## src/rtl/fi_pkg.sv

```systemverilog
// Shared types for the fault-injection controller.
// Fault modes and FSM states.
package fi_pkg;

  typedef enum logic [1:0] {
    FI_NONE = 2'b00,
    FI_FLIP = 2'b01,
    FI_SA0  = 2'b10,
    FI_SA1  = 2'b11
  } fi_mode_e;

  typedef enum logic [1:0] {
    IDLE = 2'b00,
    RUN  = 2'b01,
    DONE = 2'b10
  } fi_state_e;

endpackage

```

## src/rtl/fi_fault_apply.sv

```systemverilog
// Combinational single-bit fault applier.
// Kept separate so it can be replicated per channel.
module fi_fault_apply
  import fi_pkg::*;
#(
  parameter int DATA_W = 64,
  parameter int BIT_W  = $clog2(DATA_W)
) (
  input  logic [1:0]        mode,
  input  logic [BIT_W-1:0]  bit_sel,
  input  logic              active,
  input  logic [DATA_W-1:0] sig_i,
  output logic [DATA_W-1:0] sig_o
);

  logic [DATA_W-1:0] mask;

  always_comb begin
    mask  = DATA_W'(1) << bit_sel;
    sig_o = sig_i;
    if (active) begin
      case (mode)
        FI_FLIP: sig_o = sig_i ^ mask;
        FI_SA0:  sig_o = sig_i & ~mask;
        FI_SA1:  sig_o = sig_i | mask;
        default: sig_o = sig_i;
      endcase
    end
  end

endmodule

```

## src/rtl/fi_inject_ctrl.sv

```systemverilog
// Fault-injection run controller: shadow config, cycle
// counter, fault window and first-mismatch latch.
module fi_inject_ctrl
  import fi_pkg::*;
#(
  parameter int DATA_W = 64,
  parameter int CNT_W  = 16,
  parameter int BIT_W  = $clog2(DATA_W)
) (
  input  logic              clk,
  input  logic              rst,
  input  logic              start,
  input  logic [1:0]        cfg_mode,
  input  logic [BIT_W-1:0]  cfg_bit,
  input  logic [CNT_W-1:0]  cfg_inject_cycle,
  input  logic [CNT_W-1:0]  cfg_duration,
  input  logic [CNT_W-1:0]  cfg_run_len,
  input  logic [DATA_W-1:0] sig_i,
  output logic [DATA_W-1:0] sig_o,
  input  logic [DATA_W-1:0] obs_i,
  input  logic [DATA_W-1:0] gold_i,
  output logic [CNT_W-1:0]  clk_counter,
  output logic              busy,
  output logic              fault_active,
  output logic              mismatch,
  output logic [CNT_W-1:0]  mismatch_cycle,
  output logic              done
);

  localparam logic [31:0] DW = DATA_W;

  fi_state_e         state;
  fi_mode_e          sh_mode;
  logic [BIT_W-1:0]  sh_bit;
  logic [CNT_W-1:0]  sh_inject;
  logic [CNT_W-1:0]  sh_dur;
  logic [CNT_W-1:0]  sh_last;
  logic [CNT_W:0]    win_end;
  logic              bit_ok;
  logic              hit;

  assign busy    = (state == RUN);
  assign done    = (state == DONE);
  assign bit_ok  = 32'(sh_bit) < DW;
  // one extra bit so inject+duration never wraps
  assign win_end = {1'b0, sh_inject} + {1'b0, sh_dur};
  assign hit     = busy && (obs_i != gold_i) && !mismatch;

  assign fault_active = busy
    && (sh_mode != FI_NONE)
    && bit_ok
    && (clk_counter >= sh_inject)
    && ((sh_dur == '0) || ({1'b0, clk_counter} < win_end));

  always_ff @(posedge clk or posedge rst) begin
    if (rst) begin
      state          <= IDLE;
      clk_counter    <= '0;
      mismatch       <= 1'b0;
      mismatch_cycle <= '0;
      sh_mode        <= FI_NONE;
      sh_bit         <= '0;
      sh_inject      <= '0;
      sh_dur         <= '0;
      sh_last        <= '0;
    end else begin
      case (state)
        RUN: begin
          if (hit) begin
            mismatch       <= 1'b1;
            mismatch_cycle <= clk_counter;
          end
          if (clk_counter == sh_last)
            state <= DONE;
          else
            clk_counter <= clk_counter + CNT_W'(1);
        end
        IDLE, DONE: begin
          if (start) begin
            state          <= RUN;
            clk_counter    <= '0;
            mismatch       <= 1'b0;
            mismatch_cycle <= '0;
            sh_mode        <= fi_mode_e'(cfg_mode);
            sh_bit         <= cfg_bit;
            sh_inject      <= cfg_inject_cycle;
            sh_dur         <= cfg_duration;
            // zero length runs as a single cycle
            sh_last        <= (cfg_run_len == '0) ? '0
                              : cfg_run_len - CNT_W'(1);
          end
        end
        default: state <= IDLE;
      endcase
    end
  end

  fi_fault_apply #(
    .DATA_W (DATA_W),
    .BIT_W  (BIT_W)
  ) u_apply (
    .mode    (sh_mode),
    .bit_sel (sh_bit),
    .active  (fault_active),
    .sig_i   (sig_i),
    .sig_o   (sig_o)
  );

endmodule

```

## config.mk

```make
export PLATFORM = sky130hd
export DESIGN_NAME = fi_inject_ctrl
export DESIGN_NICKNAME = d
export VERILOG_FILES = /design/src/rtl/fi_pkg.sv /design/src/rtl/fi_fault_apply.sv /design/src/rtl/fi_inject_ctrl.sv
export SDC_FILE = /design/constraint.sdc
export NUM_CORES = 1
export LEC_CHECK = 0
export ABC_AREA = 1
export CORE_MARGIN = 3
export CORE_UTILIZATION = 35
export CTS_CLUSTER_DIAMETER = 80
export CTS_CLUSTER_SIZE = 20
export DETAILED_ROUTE_END_ITERATION = 6
export SYNTH_ARGS = -nofsm -noshare
export SYNTH_HDL_FRONTEND = slang
export SYNTH_SLANG_ARGS = --single-unit
```

## constraint.sdc

```tcl
create_clock -name clk -period 4.8 [get_ports clk]
set_clock_uncertainty 0.05 [all_clocks]
set_input_delay 0.96 -clock clk [delete_from_list [all_inputs] [get_ports clk]]
set_output_delay 0.96 -clock clk [all_outputs]
set_load 0.03 [all_outputs]
```

==> results of run 1 <==
## power by group
| group | leakage (nW) | total, W | internal, W | switching (W) |
|---|---|---|---|---|
| registers | 1.13 | 0.00140 | 0.00107 | 0.000333 |
| clock network | 0.142 | 0.000715 | 0.000402 | 0.000313 |
| logic | 5.98 | 0.00464 | 0.00177 | 0.00287 |
| total | 7.25 | 0.00676 | 0.00324 | 0.00352 |
## critical path: cells and delay by family (launching register included)
kind / cells / cell delay [ns]
adder cells (fa/ha/maj): 3 / 0.86
XOR/XNOR: 1 / 0.13
AND/OR/NAND/NOR: 13 / 0.95
buffers and inverters: 3 / 0.45
flip-flops: 1 / 0.38
AO/OA/AOI/OAI: 4 / 0.59
## state kept, by name, indices dropped and copies added (netlist names)
| name | count |
|---|---|
| mismatch | 1 |
| sh_last | 16 |
| state | 2 |
| sh_bit | 6 |
| sh_dur | 16 |
| mismatch_cycle | 16 |
| sh_inject | 16 |
| sh_mode | 2 |
| clk_counter | 16 |
## area by class of cell
cell class / count / share of cell area
Clock inverter: 6 / 0.00406
Sequential cell: 91 / 0.142
Tap cell: 396 / 0.0309
Timing Repair Buffer: 396 / 0.264
Clock buffer: 9 / 0.0141
Multi-Input combinational cell: 1277 / 0.510
Inverter: 146 / 0.0343
## metal layers
metal | vias up | global-route usage | part of all wire
li1 | 5969 | - | -
met1 | 5604 | 0.324 | 0.44
met2 | 360 | 0.417 | 0.49
met3 | 43 | 0.0218 | 0.052
met4 | 0 | 0.0539 | 0.019
met5 | - | 0 | 0
## worst min path at each step
stage	end	start	slack, ns	cells past startpoint
after global routing	mismatch_cycle[14]	mismatch_cycle[14]	0.48	2
after global placement	mismatch_cycle[14]	mismatch_cycle[14]	0.43	2
final	mismatch_cycle[14]	mismatch_cycle[14]	0.45	2
after floorplan	sh_dur[0]	sh_dur[0]	0.42	2
after CTS	mismatch_cycle[14]	mismatch_cycle[14]	0.45	2
after detailed placement	mismatch_cycle[14]	mismatch_cycle[14]	0.44	2
## layout by cell type, fill, tap and decap left out, types with 18 or more instances in the layout
master	netlist	layout
sky130_fd_sc_hd__xor2_1	54	54
sky130_fd_sc_hd__nand3_1	130	128
sky130_fd_sc_hd__inv_1	143	138
sky130_fd_sc_hd__ha_1	177	174
sky130_fd_sc_hd__dfrtp_1	91	91
sky130_fd_sc_hd__nor2_1	67	63
sky130_fd_sc_hd__nand4_1	51	51
sky130_fd_sc_hd__nor3_1	23	22
sky130_fd_sc_hd__nand2_2	4	83
sky130_fd_sc_hd__a21oi_1	100	97
sky130_fd_sc_hd__nand2_4	0	18
sky130_fd_sc_hd__o21ai_0	195	194
sky130_fd_sc_hd__clkdlybuf4s50_1	0	285
sky130_fd_sc_hd__buf_4	2	28
sky130_fd_sc_hd__xnor2_1	52	50
sky130_fd_sc_hd__nand2_1	383	286
sky130_fd_sc_hd__buf_6	8	64
## logic make-up (layout without fill, tap and decap cells)
group           Yosys count  in the layout  share of synthesized area
fa+ha+maj               178            178                      0.204
simple gates            680            680                      0.269
compound gates          312            312                      0.148
mux                       1              1                    0.00103
xor+xnor                106            106                     0.0846
flops                    91             91                      0.208
buf+inv                 228            557                     0.0865
## per-stage QoR
stage	total power, W	cell area [um^2]
global placement	0.00572	14700
CTS	0.00663	15400
detailed placement	0.00581	14700
global route	0.00744	16000
finish	0.00676	16000
floorplan	0.00435	11000
## what timing repair did
| action | in CTS | in global routing |
|---|---|---|
| resized for setup | 55 | 154 |
| buffers inserted | 13 | 1 |
| pin swaps | 8 | 35 |
| hold endpoints to repair | 0 | 0 |
| cloned | 7 | 4 |
| endpoints found under the setup margin | 65 | 65 |
==> impl_metrics.prom, run 1 <==
# TYPE chip_impl_metric gauge
chip_impl_info{name="result_of_the_run",value="completed"} 1
chip_impl_metric{name="num_io_pins",unit=""} 351
chip_impl_metric{name="grt_util_all_layers",unit=""} 0.240
chip_impl_metric{name="routed_via_density",unit=""} 5.16
chip_impl_metric{name="area.growth.synth_to_final",unit="%"} 46.0
chip_impl_metric{name="power.density_cell_area",unit="mW/mm^2"} 422
chip_impl_metric{name="detail_route.drc_violations",unit=""} 0
chip_impl_info{name="netlist.top_cell.by_area",value="sky130_fd_sc_hd__dfrtp_1"} 1
chip_impl_metric{name="dr_total_vias",unit=""} 11976
chip_impl_metric{name="critPathArrivalTime",unit="ns"} 3.73
chip_impl_metric{name="clock_insertion_delay_worst_skew",unit="ns"} 0.36
chip_impl_info{name="synthTopCellsByCount",value="sky130_fd_sc_hd__nand2_1, sky130_fd_sc_hd__o21ai_0, sky130_fd_sc_hd__ha_1"} 1
chip_impl_info{name="timing.critical_path.from",value="sh_inject[0]"} 1
chip_impl_metric{name="hold-worst-slack",unit="ns"} 0.446
chip_impl_metric{name="finalWorstSetupSlack",unit="ns"} 0.0554
chip_impl_metric{name="cts_htree_levels",unit=""} 3
chip_impl_metric{name="critPathMaxStageDelay",unit="ns"} 0.38
chip_impl_metric{name="io_buffer_count",unit=""} 350
chip_impl_metric{name="synth.net_count",unit=""} 2025
chip_impl_metric{name="asyncSetResetFlopFracSynth",unit=""} 1.00
chip_impl_metric{name="finish.utilization",unit=""} 0.521
chip_impl_metric{name="postSynthRegisterBits",unit=""} 91
chip_impl_info{name="critical_path.reg2reg.endpoint",value="clk_counter[10]"} 1
chip_impl_metric{name="vdd_drop_max",unit="mV"} 0.420
chip_impl_metric{name="floorplan.die.height",unit="um"} 183
chip_impl_info{name="worst_setup_path_start_kind",value="flop"} 1
chip_impl_info{name="cts_tree",value="built"} 1
chip_impl_info{name="netlist_top_cells_area",value="sky130_fd_sc_hd__dfrtp_1, sky130_fd_sc_hd__ha_1, sky130_fd_sc_hd__nand2_1, sky130_fd_sc_hd__o21ai_0, sky130_fd_sc_hd__nand3_1"} 1
chip_impl_metric{name="avgSynthCellArea",unit="um^2"} 6.88
chip_impl_info{name="path_cells",value="ha_2 > fa_2 > nand3_2 > nand3_2 > a21oi_2 > o21ai_2 > nand3_1 > nand2_2 > xnor2_2 > ha_1 > a21oi_2 > o31a_1 > nand2_1 > nand2_1 > nand2_1 > nand2_1 > nand2_1 > nand2_2 > nand2_4 > buf_8 > clkbuf_16 > nand2_1 > nand2_2 > buf_6"} 1
chip_impl_info{name="criticalPathCategory",value="flop to output port"} 1
chip_impl_metric{name="area_inside_the_core_boundary",unit="mm^2"} 0.0307
chip_impl_info{name="crit_end",value="sig_o[19]"} 1
chip_impl_metric{name="cts.reportedPaths.clkPinSlew",unit="ns"} 0.07
chip_impl_metric{name="drt_pass1_iterations",unit=""} 5
chip_impl_metric{name="final.setup.tns",unit="ns"} 0
chip_impl_metric{name="placedCellCount",unit=""} 2284
chip_impl_metric{name="grt_start_max_net_pins",unit=""} 68
chip_impl_metric{name="critPathRequiredTime",unit="ns"} 3.79
chip_impl_metric{name="period_minus_slack",unit="ns"} 4.74
chip_impl_metric{name="route.detailed.wl_per_inst",unit="um"} 18.2
chip_impl_info{name="postSynth.topFlopCell",value="sky130_fd_sc_hd__dfrtp_1"} 1
chip_impl_metric{name="clock-sinks",unit=""} 91
chip_impl_metric{name="post_synthesis_cell_area",unit="mm^2"} 0.0110
chip_impl_metric{name="chip_width",unit="um"} 183
chip_impl_metric{name="num_rows",unit=""} 64
chip_impl_metric{name="yosys_warnings",unit=""} 0
chip_impl_info{name="worstReg2RegStart",value="clk_counter[12]"} 1
chip_impl_metric{name="min_period_over_period",unit=""} 0.988
chip_impl_info{name="critical_path.slowest_cell",value="sky130_fd_sc_hd__dfrtp_1"} 1
chip_impl_metric{name="number_of_cts_inserted_buffers",unit=""} 9
chip_impl_info{name="cts.root.buffer_cell",value="sky130_fd_sc_hd__clkbuf_16"} 1
chip_impl_metric{name="via_count_of_the_first_global_routing_pass",unit=""} 11702
chip_impl_metric{name="post_synth_num_cell_types",unit=""} 43
chip_impl_metric{name="hold_viol_final",unit=""} 0
chip_impl_metric{name="drt_wl_total",unit="um"} 42300
chip_impl_metric{name="iter_0_drt_violations",unit=""} 828
chip_impl_metric{name="drive_above_1_share",unit=""} 0.135
chip_impl_metric{name="timing.max_slew.rel_slack",unit=""} 0.345
chip_impl_metric{name="fraction_of_the_yosys_area_taken_by_sequential_cells",unit=""} 0.208
chip_impl_metric{name="share_of_the_synthesized_area_in_the_top_cell_type",unit=""} 0.208
chip_impl_metric{name="worst_slew_pin_slew",unit="ns"} 0.981
chip_impl_metric{name="fill_cells",unit=""} 3064
chip_impl_metric{name="place_congestion",unit=""} 0.899
chip_impl_metric{name="dp_hpwl",unit="um"} 31000
chip_impl_metric{name="slew_violations",unit=""} 0
chip_impl_metric{name="r2r_cells",unit=""} 11
chip_impl_info{name="rsz0062_at_grt",value="yes"} 1
chip_impl_metric{name="synth-edff-count",unit=""} 0
chip_impl_metric{name="final_nets",unit=""} 2350
chip_impl_metric{name="starting_density_of_the_core",unit=""} 0.357
chip_impl_metric{name="critical_path_peak_fanout",unit=""} 8
chip_impl_info{name="cp-end-kind",value="output port"} 1
chip_impl_metric{name="buffers_from_clock_root_to_sink_at_most",unit=""} 2
chip_impl_metric{name="fp.dieArea",unit="mm^2"} 0.0335
chip_impl_metric{name="max_freq",unit="GHz"} 0.211
chip_impl_info{name="yosys.cell_count.top_type",value="sky130_fd_sc_hd__nand2_1"} 1
chip_impl_metric{name="antenna_violating_nets_post_route",unit=""} 0
chip_impl_metric{name="holdBufCountCts",unit=""} 0
chip_impl_metric{name="sequential_cell_area",unit="mm^2"} 0.00228
chip_impl_metric{name="finalSetupViolations",unit=""} 0
chip_impl_metric{name="grt_overflow_total",unit=""} 0
chip_impl_metric{name="finish.cell_count_without_fillers",unit=""} 2321
chip_impl_metric{name="n_antenna_cell",unit=""} 0
chip_impl_metric{name="syn_inst",unit=""} 1596
chip_impl_metric{name="multi_input_comb_area",unit="mm^2"} 0.00818
chip_impl_metric{name="dp_worst_setup_slack",unit="ns"} 0.241
chip_impl_metric{name="regToRegSetupSlack",unit="ns"} 2.50
chip_impl_info{name="timing.critical_path.mode_cell",value="sky130_fd_sc_hd__nand2_1"} 1
chip_impl_metric{name="grt_first_pass_wirelength",unit="um"} 64200
chip_impl_metric{name="antenna_found_initial",unit=""} 0
chip_impl_metric{name="cap_violations",unit=""} 0
chip_impl_info{name="hold_path.class",value="flop to flop"} 1
chip_impl_metric{name="power.static_leakage",unit="nW"} 7.25
(Power assumes the default switching activity.)
==> run 2, diff against run 1 <==
CORE_MARGIN = 2   (was 3)
SYNTH_HIERARCHICAL = 1   (was not set)
==> run 2 against run 1 <==
  * The run now ends with negative setup slack left
  * Total power is 7.1% lower
  * Register-to-register slack got worse by 0.09 ns
  * Combinational power shrank 11%
  * Routed wire length is 4.7% lower
  * Count of clock-buffer cells in the layout up 2
  * Flip-flop and latch count did not move
  * First-iteration DRC count is 1.2% higher
  * Worst setup slack got worse by 0.14 ns
  * Maximum frequency down 2.9%
  * Final cell count is 9.4% higher
  * Largest cell class unchanged
==> impl_metrics.prom, run 2 <==
# TYPE chip_impl_metric gauge
chip_impl_info{name="most_frequent_cells_in_the_layout",value="sky130_fd_sc_hd__nand2_1, sky130_fd_sc_hd__clkdlybuf4s50_1, sky130_fd_sc_hd__nand3_1"} 1
chip_impl_metric{name="starting_density_of_the_core",unit=""} 0.357
chip_impl_metric{name="power.static_leakage",unit="nW"} 7.77
chip_impl_info{name="path_delay_family",value="simple AND/OR/NAND/NOR gates"} 1
chip_impl_metric{name="via_count_of_the_first_global_routing_pass",unit=""} 11878
chip_impl_info{name="criticalPathCategory",value="flop to output port"} 1
chip_impl_metric{name="grt_first_pass_wirelength",unit="um"} 64000
chip_impl_info{name="worstReg2RegStart",value="state[0]"} 1
chip_impl_metric{name="synth-edff-count",unit=""} 0
chip_impl_metric{name="fp.dieArea",unit="mm^2"} 0.0348
chip_impl_metric{name="relative_contribution_of_sequential_cells_to_total_power",unit=""} 0.229
chip_impl_metric{name="n_antenna_cell",unit=""} 0
chip_impl_info{name="synthTopCellsByCount",value="sky130_fd_sc_hd__nand2_1, sky130_fd_sc_hd__nor2_1, sky130_fd_sc_hd__nand3_1"} 1
chip_impl_metric{name="place_congestion",unit=""} 0.899
chip_impl_metric{name="antenna_found_initial",unit=""} 0
chip_impl_metric{name="finish.utilization",unit=""} 0.509
chip_impl_metric{name="min_period_over_period",unit=""} 1.02
chip_impl_metric{name="worst_slew_pin_slew",unit="ns"} 0.941
chip_impl_info{name="postSynth.topFlopCell",value="sky130_fd_sc_hd__dfrtp_1"} 1
chip_impl_info{name="netlist_top_cells_area",value="sky130_fd_sc_hd__dfrtp_1, sky130_fd_sc_hd__ha_1, sky130_fd_sc_hd__nand2_1, sky130_fd_sc_hd__nand3_1, sky130_fd_sc_hd__nor2_1"} 1
chip_impl_info{name="cts.root.buffer_cell",value="sky130_fd_sc_hd__clkbuf_16"} 1
chip_impl_metric{name="grt_overflow_total",unit=""} 0
chip_impl_info{name="min-delay-start",value="mismatch_cycle[10]"} 1
chip_impl_metric{name="fraction_of_the_yosys_area_taken_by_sequential_cells",unit=""} 0.195
chip_impl_metric{name="switching_share",unit=""} 0.515
chip_impl_metric{name="holdBufCountCts",unit=""} 0
chip_impl_metric{name="clock_insertion_delay_worst_skew",unit="ns"} 0.34
chip_impl_metric{name="fill_cells",unit=""} 3230
chip_impl_metric{name="total_switching_power",unit="W"} 0.00324
chip_impl_info{name="worst_setup_path_start_kind",value="flop"} 1
chip_impl_info{name="hold_path.class",value="flop to flop"} 1
chip_impl_metric{name="asyncSetResetFlopFracSynth",unit=""} 1.00
chip_impl_metric{name="detail_route.drc_violations",unit=""} 0
chip_impl_metric{name="routed_via_density",unit=""} 4.93
chip_impl_metric{name="route.detailed.wl_per_inst",unit="um"} 15.9
chip_impl_metric{name="period_minus_slack",unit="ns"} 4.89
chip_impl_metric{name="dr_total_vias",unit=""} 12529
chip_impl_metric{name="chip_width",unit="um"} 186
chip_impl_info{name="cts_tree",value="built"} 1
chip_impl_info{name="netlist.top_cell.by_area",value="sky130_fd_sc_hd__dfrtp_1"} 1
chip_impl_metric{name="num_rows",unit=""} 66
chip_impl_metric{name="max_freq",unit="GHz"} 0.205
chip_impl_metric{name="iter_0_drt_violations",unit=""} 838
chip_impl_info{name="rsz0062_at_grt",value="yes"} 1
chip_impl_metric{name="path_buf_inv",unit=""} 5
chip_impl_metric{name="totalPowerFinal",unit="W"} 0.00628
chip_impl_metric{name="timing.max_slew.rel_slack",unit=""} 0.372
chip_impl_metric{name="comb_power_share",unit=""} 0.659
chip_impl_metric{name="final_design_area_no_fill",unit="mm^2"} 0.0166
chip_impl_metric{name="critPathRequiredTime",unit="ns"} 3.79
chip_impl_metric{name="cts.reportedPaths.clkPinSlew",unit="ns"} 0.07
chip_impl_metric{name="cellInternalPower",unit="W"} 0.00304
chip_impl_metric{name="drt_wl_total",unit="um"} 40300
chip_impl_metric{name="avgSynthCellArea",unit="um^2"} 6.58
chip_impl_metric{name="syn_inst",unit=""} 1772
chip_impl_metric{name="vdd_drop_max",unit="mV"} 0.263
chip_impl_metric{name="clock_power_share",unit=""} 0.112
chip_impl_metric{name="finalWorstSetupSlack",unit="ns"} -0.0884
chip_impl_info{name="yosys.cell_count.top_type",value="sky130_fd_sc_hd__nand2_1"} 1
chip_impl_info{name="critical_path.slowest_cell",value="sky130_fd_sc_hd__dfrtp_1"} 1
chip_impl_metric{name="multi_input_comb_area",unit="mm^2"} 0.00855
chip_impl_metric{name="post_synthesis_cell_area",unit="mm^2"} 0.0117
chip_impl_metric{name="dp_hpwl",unit="um"} 30500
chip_impl_metric{name="finalSetupViolations",unit=""} 62
chip_impl_info{name="timing.critical_path.from",value="sh_dur[6]"} 1
chip_impl_metric{name="area.growth.synth_to_final",unit="%"} 42.5
chip_impl_metric{name="share_of_the_synthesized_area_in_the_top_cell_type",unit=""} 0.195
chip_impl_metric{name="cts_htree_levels",unit=""} 3
chip_impl_metric{name="critPathArrivalTime",unit="ns"} 3.88
chip_impl_metric{name="hold_viol_final",unit=""} 0
chip_impl_metric{name="sequential_cell_area",unit="mm^2"} 0.00228
chip_impl_info{name="result_of_the_run",value="finished, violations left"} 1
chip_impl_metric{name="number_of_cts_inserted_buffers",unit=""} 9
chip_impl_metric{name="drt_pass1_iterations",unit=""} 5
chip_impl_metric{name="critical_path_peak_fanout",unit=""} 15
chip_impl_metric{name="yosys_warnings",unit=""} 6
chip_impl_info{name="timing.critical_path.mode_cell",value="sky130_fd_sc_hd__nand2_1"} 1
chip_impl_metric{name="num_io_pins",unit=""} 351
chip_impl_metric{name="synth.net_count",unit=""} 2201
chip_impl_metric{name="grt_start_max_net_pins",unit=""} 88
chip_impl_metric{name="final_nets",unit=""} 2522
chip_impl_metric{name="buffers_from_clock_root_to_sink_at_most",unit=""} 2
chip_impl_metric{name="floorplan.die.height",unit="um"} 186
chip_impl_metric{name="slew_violations",unit=""} 0
chip_impl_metric{name="io_buffer_count",unit=""} 350
chip_impl_info{name="most_frequent_standard_cell_in_the_layout_excluding_fill_and_tap_cells",value="sky130_fd_sc_hd__nand2_1"} 1
chip_impl_metric{name="postSynthRegisterBits",unit=""} 91
chip_impl_metric{name="clock-sinks",unit=""} 91
chip_impl_metric{name="drive_above_1_share",unit=""} 0.136
chip_impl_metric{name="placed_cell_area",unit="mm^2"} 0.0156
chip_impl_metric{name="critPathMaxStageDelay",unit="ns"} 0.41
chip_impl_metric{name="antenna_violating_nets_post_route",unit=""} 0
chip_impl_metric{name="cap_violations",unit=""} 0
chip_impl_metric{name="post_synth_num_cell_types",unit=""} 42
chip_impl_metric{name="area_inside_the_core_boundary",unit="mm^2"} 0.0326
chip_impl_metric{name="power.density_cell_area",unit="mW/mm^2"} 378
chip_impl_metric{name="grt_util_all_layers",unit=""} 0.225
chip_impl_info{name="cp-end-kind",value="output port"} 1
chip_impl_info{name="failed_checks",value="negative setup slack"} 1
run 2: timing repair:
item | 4_1_cts | 5_1_grt
gates cloned | 4 | 3
pin swaps | 24 | 33
resized for setup | 74 | 65
buffers inserted | 6 | 6
endpoints found under the setup margin | 65 | 65
run 2: logic make-up (layout without fill, tap and decap cells):
kind of cell	after synthesis	in the layout	share of synthesized area
DFF	91	91	0.195
buffers and inverters	298	623	0.105
xor gates and xnor gates	107	107	0.0804
adders and majority gates	178	178	0.192
AOI/OAI and AO/OA	94	94	0.0433
and+or+nand+nor	1004	1004	0.384
run 2: worst paths after layout:
check	end	slack, ns	depth (start not counted)
max reg2reg	clk_counter[15]	2.41	7
max	sig_o[28]	-0.09	26
min in group asynchronous	mismatch_cycle[3]	1.03	2
min reg2reg	mismatch_cycle[10]	0.45	2
min	mismatch_cycle[10]	0.45	2
max in group asynchronous	sh_inject[9]	2.82	3
run 2: per-layer routing:
| layer | vias to the layer above | routed length (um) | global-route usage |
|---|---|---|---|
| met5 | - | 0 | 0 |
| met4 | 0 | 852 | 0.0534 |
| met3 | 55 | 2080 | 0.0244 |
| met2 | 391 | 19300 | 0.383 |
| met1 | 5737 | 18100 | 0.304 |
| li1 | 6346 | - | - |
run 2: area by class of cell:
| class | instances | area share |
|---|---|---|
| tap | 442 | 0.0333 |
| clock inverter | 4 | 0.00317 |
| clock buffer | 11 | 0.0140 |
| multi-input combinational | 1383 | 0.515 |
| inverter | 204 | 0.0462 |
| sequential | 91 | 0.138 |
| timing repair buffer | 404 | 0.250 |
run 2: through the flow:
step,hold WS [ns],setup TNS (ns),setup WS [ns],cells
4_1_cts,0.454,-6.31,-0.137,2531
3_3_place_gp,0.434,0,0.0428,2506
3_5_place_dp,0.438,0,0.0342,2506
5_1_grt,0.471,-19.18,-0.342,2539
6_report,0.449,-3.28,-0.0884,2539
2_1_floorplan,0.397,0,0.0130,1772
run 2: power by group through the flow:
stage                     clock network [W]  logic [W]  registers [W]
after detailed placement                  0    0.00392        0.00143
after floorplan                           0    0.00273        0.00136
after CTS                          0.000716    0.00402        0.00143
after global routing               0.000746    0.00463        0.00148
after global placement                    0    0.00386        0.00143
final                              0.000701    0.00414        0.00144
run 2: worst min-delay path: stages (launching register included):
cell and delay (ns):
sky130_fd_sc_hd__dfrtp_1 0.34, sky130_fd_sc_hd__nand3_1 0.07, sky130_fd_sc_hd__nand2_1 0.05
==> run 3, diff against run 2 <==
MAX_ROUTING_LAYER = met4   (was not set)
==> run 3 against run 2 <==
  * The run still ends with negative setup slack left
  * Register-to-register slack about the same
  * Combinational power decreased by 2%
  * Non-clock buffer count decreased by 4
  * Via count about the same
  * Sequential share of layout area about the same
  * Flip-flop and latch count unchanged
==> impl_metrics.prom, run 3 (synthesis gave the netlist of run 2 again) <==
# TYPE chip_impl_metric gauge
chip_impl_metric{name="io_buffer_count",unit=""} 350
chip_impl_metric{name="critPathArrivalTime",unit="ns"} 3.91
chip_impl_metric{name="max_freq",unit="GHz"} 0.203
chip_impl_metric{name="cells_on_worst_hold_path",unit=""} 2
chip_impl_metric{name="critical_path_peak_fanout",unit=""} 7
chip_impl_metric{name="hold_viol_final",unit=""} 0
chip_impl_metric{name="fill_cells",unit=""} 3211
chip_impl_metric{name="routed_via_density",unit=""} 4.94
chip_impl_metric{name="cts_htree_levels",unit=""} 3
chip_impl_metric{name="num_io_pins",unit=""} 351
chip_impl_metric{name="area.growth.synth_to_final",unit="%"} 42.4
chip_impl_metric{name="n_antenna_cell",unit=""} 0
chip_impl_metric{name="finish.cell_count_without_fillers",unit=""} 2536
chip_impl_metric{name="number_of_cts_inserted_buffers",unit=""} 9
chip_impl_metric{name="area_inside_the_core_boundary",unit="mm^2"} 0.0326
chip_impl_metric{name="finalSetupViolations",unit=""} 64
chip_impl_metric{name="buffers_from_clock_root_to_sink_at_most",unit=""} 2
chip_impl_metric{name="r2r_cells",unit=""} 8
chip_impl_metric{name="via_count_of_the_first_global_routing_pass",unit=""} 11950
chip_impl_info{name="cts_tree",value="built"} 1
chip_impl_metric{name="starting_density_of_the_core",unit=""} 0.357
chip_impl_metric{name="iter_0_drt_violations",unit=""} 802
chip_impl_metric{name="critPathMaxStageDelay",unit="ns"} 0.39
chip_impl_metric{name="cts.reportedPaths.clkPinSlew",unit="ns"} 0.07
chip_impl_info{name="worst_setup_path_start_kind",value="flop"} 1
chip_impl_metric{name="stages_on_worst_setup_path",unit=""} 27
chip_impl_metric{name="drt_pass1_iterations",unit=""} 5
chip_impl_metric{name="place_congestion",unit=""} 0.900
chip_impl_info{name="path_delay_family",value="simple AND/OR/NAND/NOR gates"} 1
chip_impl_metric{name="power.static_leakage",unit="nW"} 7.78
chip_impl_metric{name="power.density_cell_area",unit="mW/mm^2"} 380
chip_impl_metric{name="drive_above_1_share",unit=""} 0.125
chip_impl_metric{name="path_buf_inv",unit=""} 4
chip_impl_metric{name="vdd_drop_max",unit="mV"} 0.262
chip_impl_info{name="cp-end-kind",value="output port"} 1
chip_impl_metric{name="worst_slew_pin_slew",unit="ns"} 1.03
chip_impl_metric{name="dr_total_vias",unit=""} 12536
chip_impl_metric{name="floorplan.die.height",unit="um"} 186
chip_impl_metric{name="finish.utilization",unit=""} 0.509
chip_impl_info{name="timing.critical_path.mode_cell",value="sky130_fd_sc_hd__nand2_1"} 1
chip_impl_metric{name="placed_cell_area",unit="mm^2"} 0.0156
chip_impl_metric{name="route.detailed.wl_per_inst",unit="um"} 16.0
chip_impl_metric{name="slew_violations",unit=""} 0
chip_impl_metric{name="timing.max_slew.rel_slack",unit=""} 0.313
chip_impl_metric{name="chip_width",unit="um"} 186
chip_impl_metric{name="antenna_found_initial",unit=""} 0
chip_impl_metric{name="fp.dieArea",unit="mm^2"} 0.0348
chip_impl_metric{name="num_rows",unit=""} 66
chip_impl_metric{name="drt_wl_total",unit="um"} 40700
chip_impl_info{name="result_of_the_run",value="finished, violations left"} 1
chip_impl_info{name="criticalPathCategory",value="flop to output port"} 1
chip_impl_metric{name="grt_overflow_total",unit=""} 0
chip_impl_metric{name="min_period_over_period",unit=""} 1.03
chip_impl_info{name="rsz0062_at_grt",value="yes"} 1
chip_impl_metric{name="final_design_area_no_fill",unit="mm^2"} 0.0166
chip_impl_metric{name="detail_route.drc_violations",unit=""} 0
chip_impl_info{name="hold_path.class",value="flop to flop"} 1
chip_impl_info{name="cts.root.buffer_cell",value="sky130_fd_sc_hd__clkbuf_16"} 1
chip_impl_metric{name="placedCellCount",unit=""} 2505
chip_impl_metric{name="critPathRequiredTime",unit="ns"} 3.79
chip_impl_metric{name="cap_violations",unit=""} 0
chip_impl_metric{name="final_nets",unit=""} 2518
chip_impl_metric{name="dp_hpwl",unit="um"} 30700
chip_impl_metric{name="antenna_violating_nets_post_route",unit=""} 0
chip_impl_metric{name="clock-sinks",unit=""} 91
chip_impl_metric{name="grt_start_max_net_pins",unit=""} 86
chip_impl_info{name="most_frequent_standard_cell_in_the_layout_excluding_fill_and_tap_cells",value="sky130_fd_sc_hd__nand2_1"} 1
chip_impl_metric{name="period_minus_slack",unit="ns"} 4.92
chip_impl_metric{name="finalWorstSetupSlack",unit="ns"} -0.124
chip_impl_info{name="critical_path.slowest_cell",value="sky130_fd_sc_hd__dfrtp_1"} 1
chip_impl_metric{name="multi_input_comb_area",unit="mm^2"} 0.00847
chip_impl_metric{name="grt_first_pass_wirelength",unit="um"} 64100
chip_impl_metric{name="clock_insertion_delay_worst_skew",unit="ns"} 0.34
chip_impl_metric{name="sequential_cell_area",unit="mm^2"} 0.00228
chip_impl_info{name="failed_checks",value="negative setup slack"} 1
chip_impl_metric{name="grt_util_all_layers",unit=""} 0.233
chip_impl_info{name="most_frequent_cells_in_the_layout",value="sky130_fd_sc_hd__nand2_1, sky130_fd_sc_hd__clkdlybuf4s50_1, sky130_fd_sc_hd__nand3_1"} 1
run 3: stage by stage:
stage / hold WS [ns] / power (W) / TNS (ns) / worst slack [ns]
floorplan: 0.397 / 0.00410 / 0 / 0.0130
global placement: 0.433 / 0.00529 / -0.00140 / -0.00140
detailed placement: 0.440 / 0.00535 / -0.0319 / -0.0319
CTS: 0.456 / 0.00626 / -7.26 / -0.155
global route: 0.474 / 0.00688 / -23.42 / -0.434
finish: 0.453 / 0.00631 / -4.24 / -0.124
run 3: final timing paths:
path                                    start                  to  slack, ns
min                        mismatch_cycle[12]  mismatch_cycle[12]       0.45
max                                 sh_dur[0]           sig_o[54]      -0.12
max reg2reg                          state[0]      clk_counter[4]       2.41
min in group asynchronous                 rst   mismatch_cycle[3]       0.97
max in group asynchronous                 rst        sh_inject[9]       3.00
min reg2reg                mismatch_cycle[12]  mismatch_cycle[12]       0.45
run 3: area by class of cell:
type | instances | area share
multi-input cells | 1383 | 0.510
repair buffers | 400 | 0.252
flip-flops and latches | 91 | 0.138
inverters | 204 | 0.0462
well taps | 442 | 0.0333
clock buffers | 11 | 0.0152
clock inverters | 5 | 0.00513
run 3: repair_timing:
| action | 4_1_cts | 5_1_grt |
|---|---|---|
| gates cloned | 6 | 3 |
| hold buffers | 0 | 0 |
| gates resized for setup | 78 | 28 |
| setup buffers | 3 | 3 |
| endpoints found under the setup margin | 65 | 65 |
| pin swaps | 28 | 5 |
run 3: metal layers:
layer | vias up | track usage | wire (um)
li1 | 6336 | - | -
met1 | 5793 | 0.313 | 18700
met2 | 365 | 0.381 | 19300
met3 | 42 | 0.0213 | 1870
met4 | 0 | 0.0491 | 723
met5 | - | - | 0
run 3: report_power, final:
part / internal (W) / total [W] / switching, W
Sequential: 0.00105 / 0.00144 / 0.000395
Combinational: 0.00155 / 0.00407 / 0.00252
Clock: 0.000487 / 0.000801 / 0.000314
run 3: worst reg2reg max path, delay by kind of cell, from the launching register on:
family,cells,cell delay [ns]
buffers and inverters,2,0.77
AND/OR/NAND/NOR,6,0.90
flip-flops,1,0.54
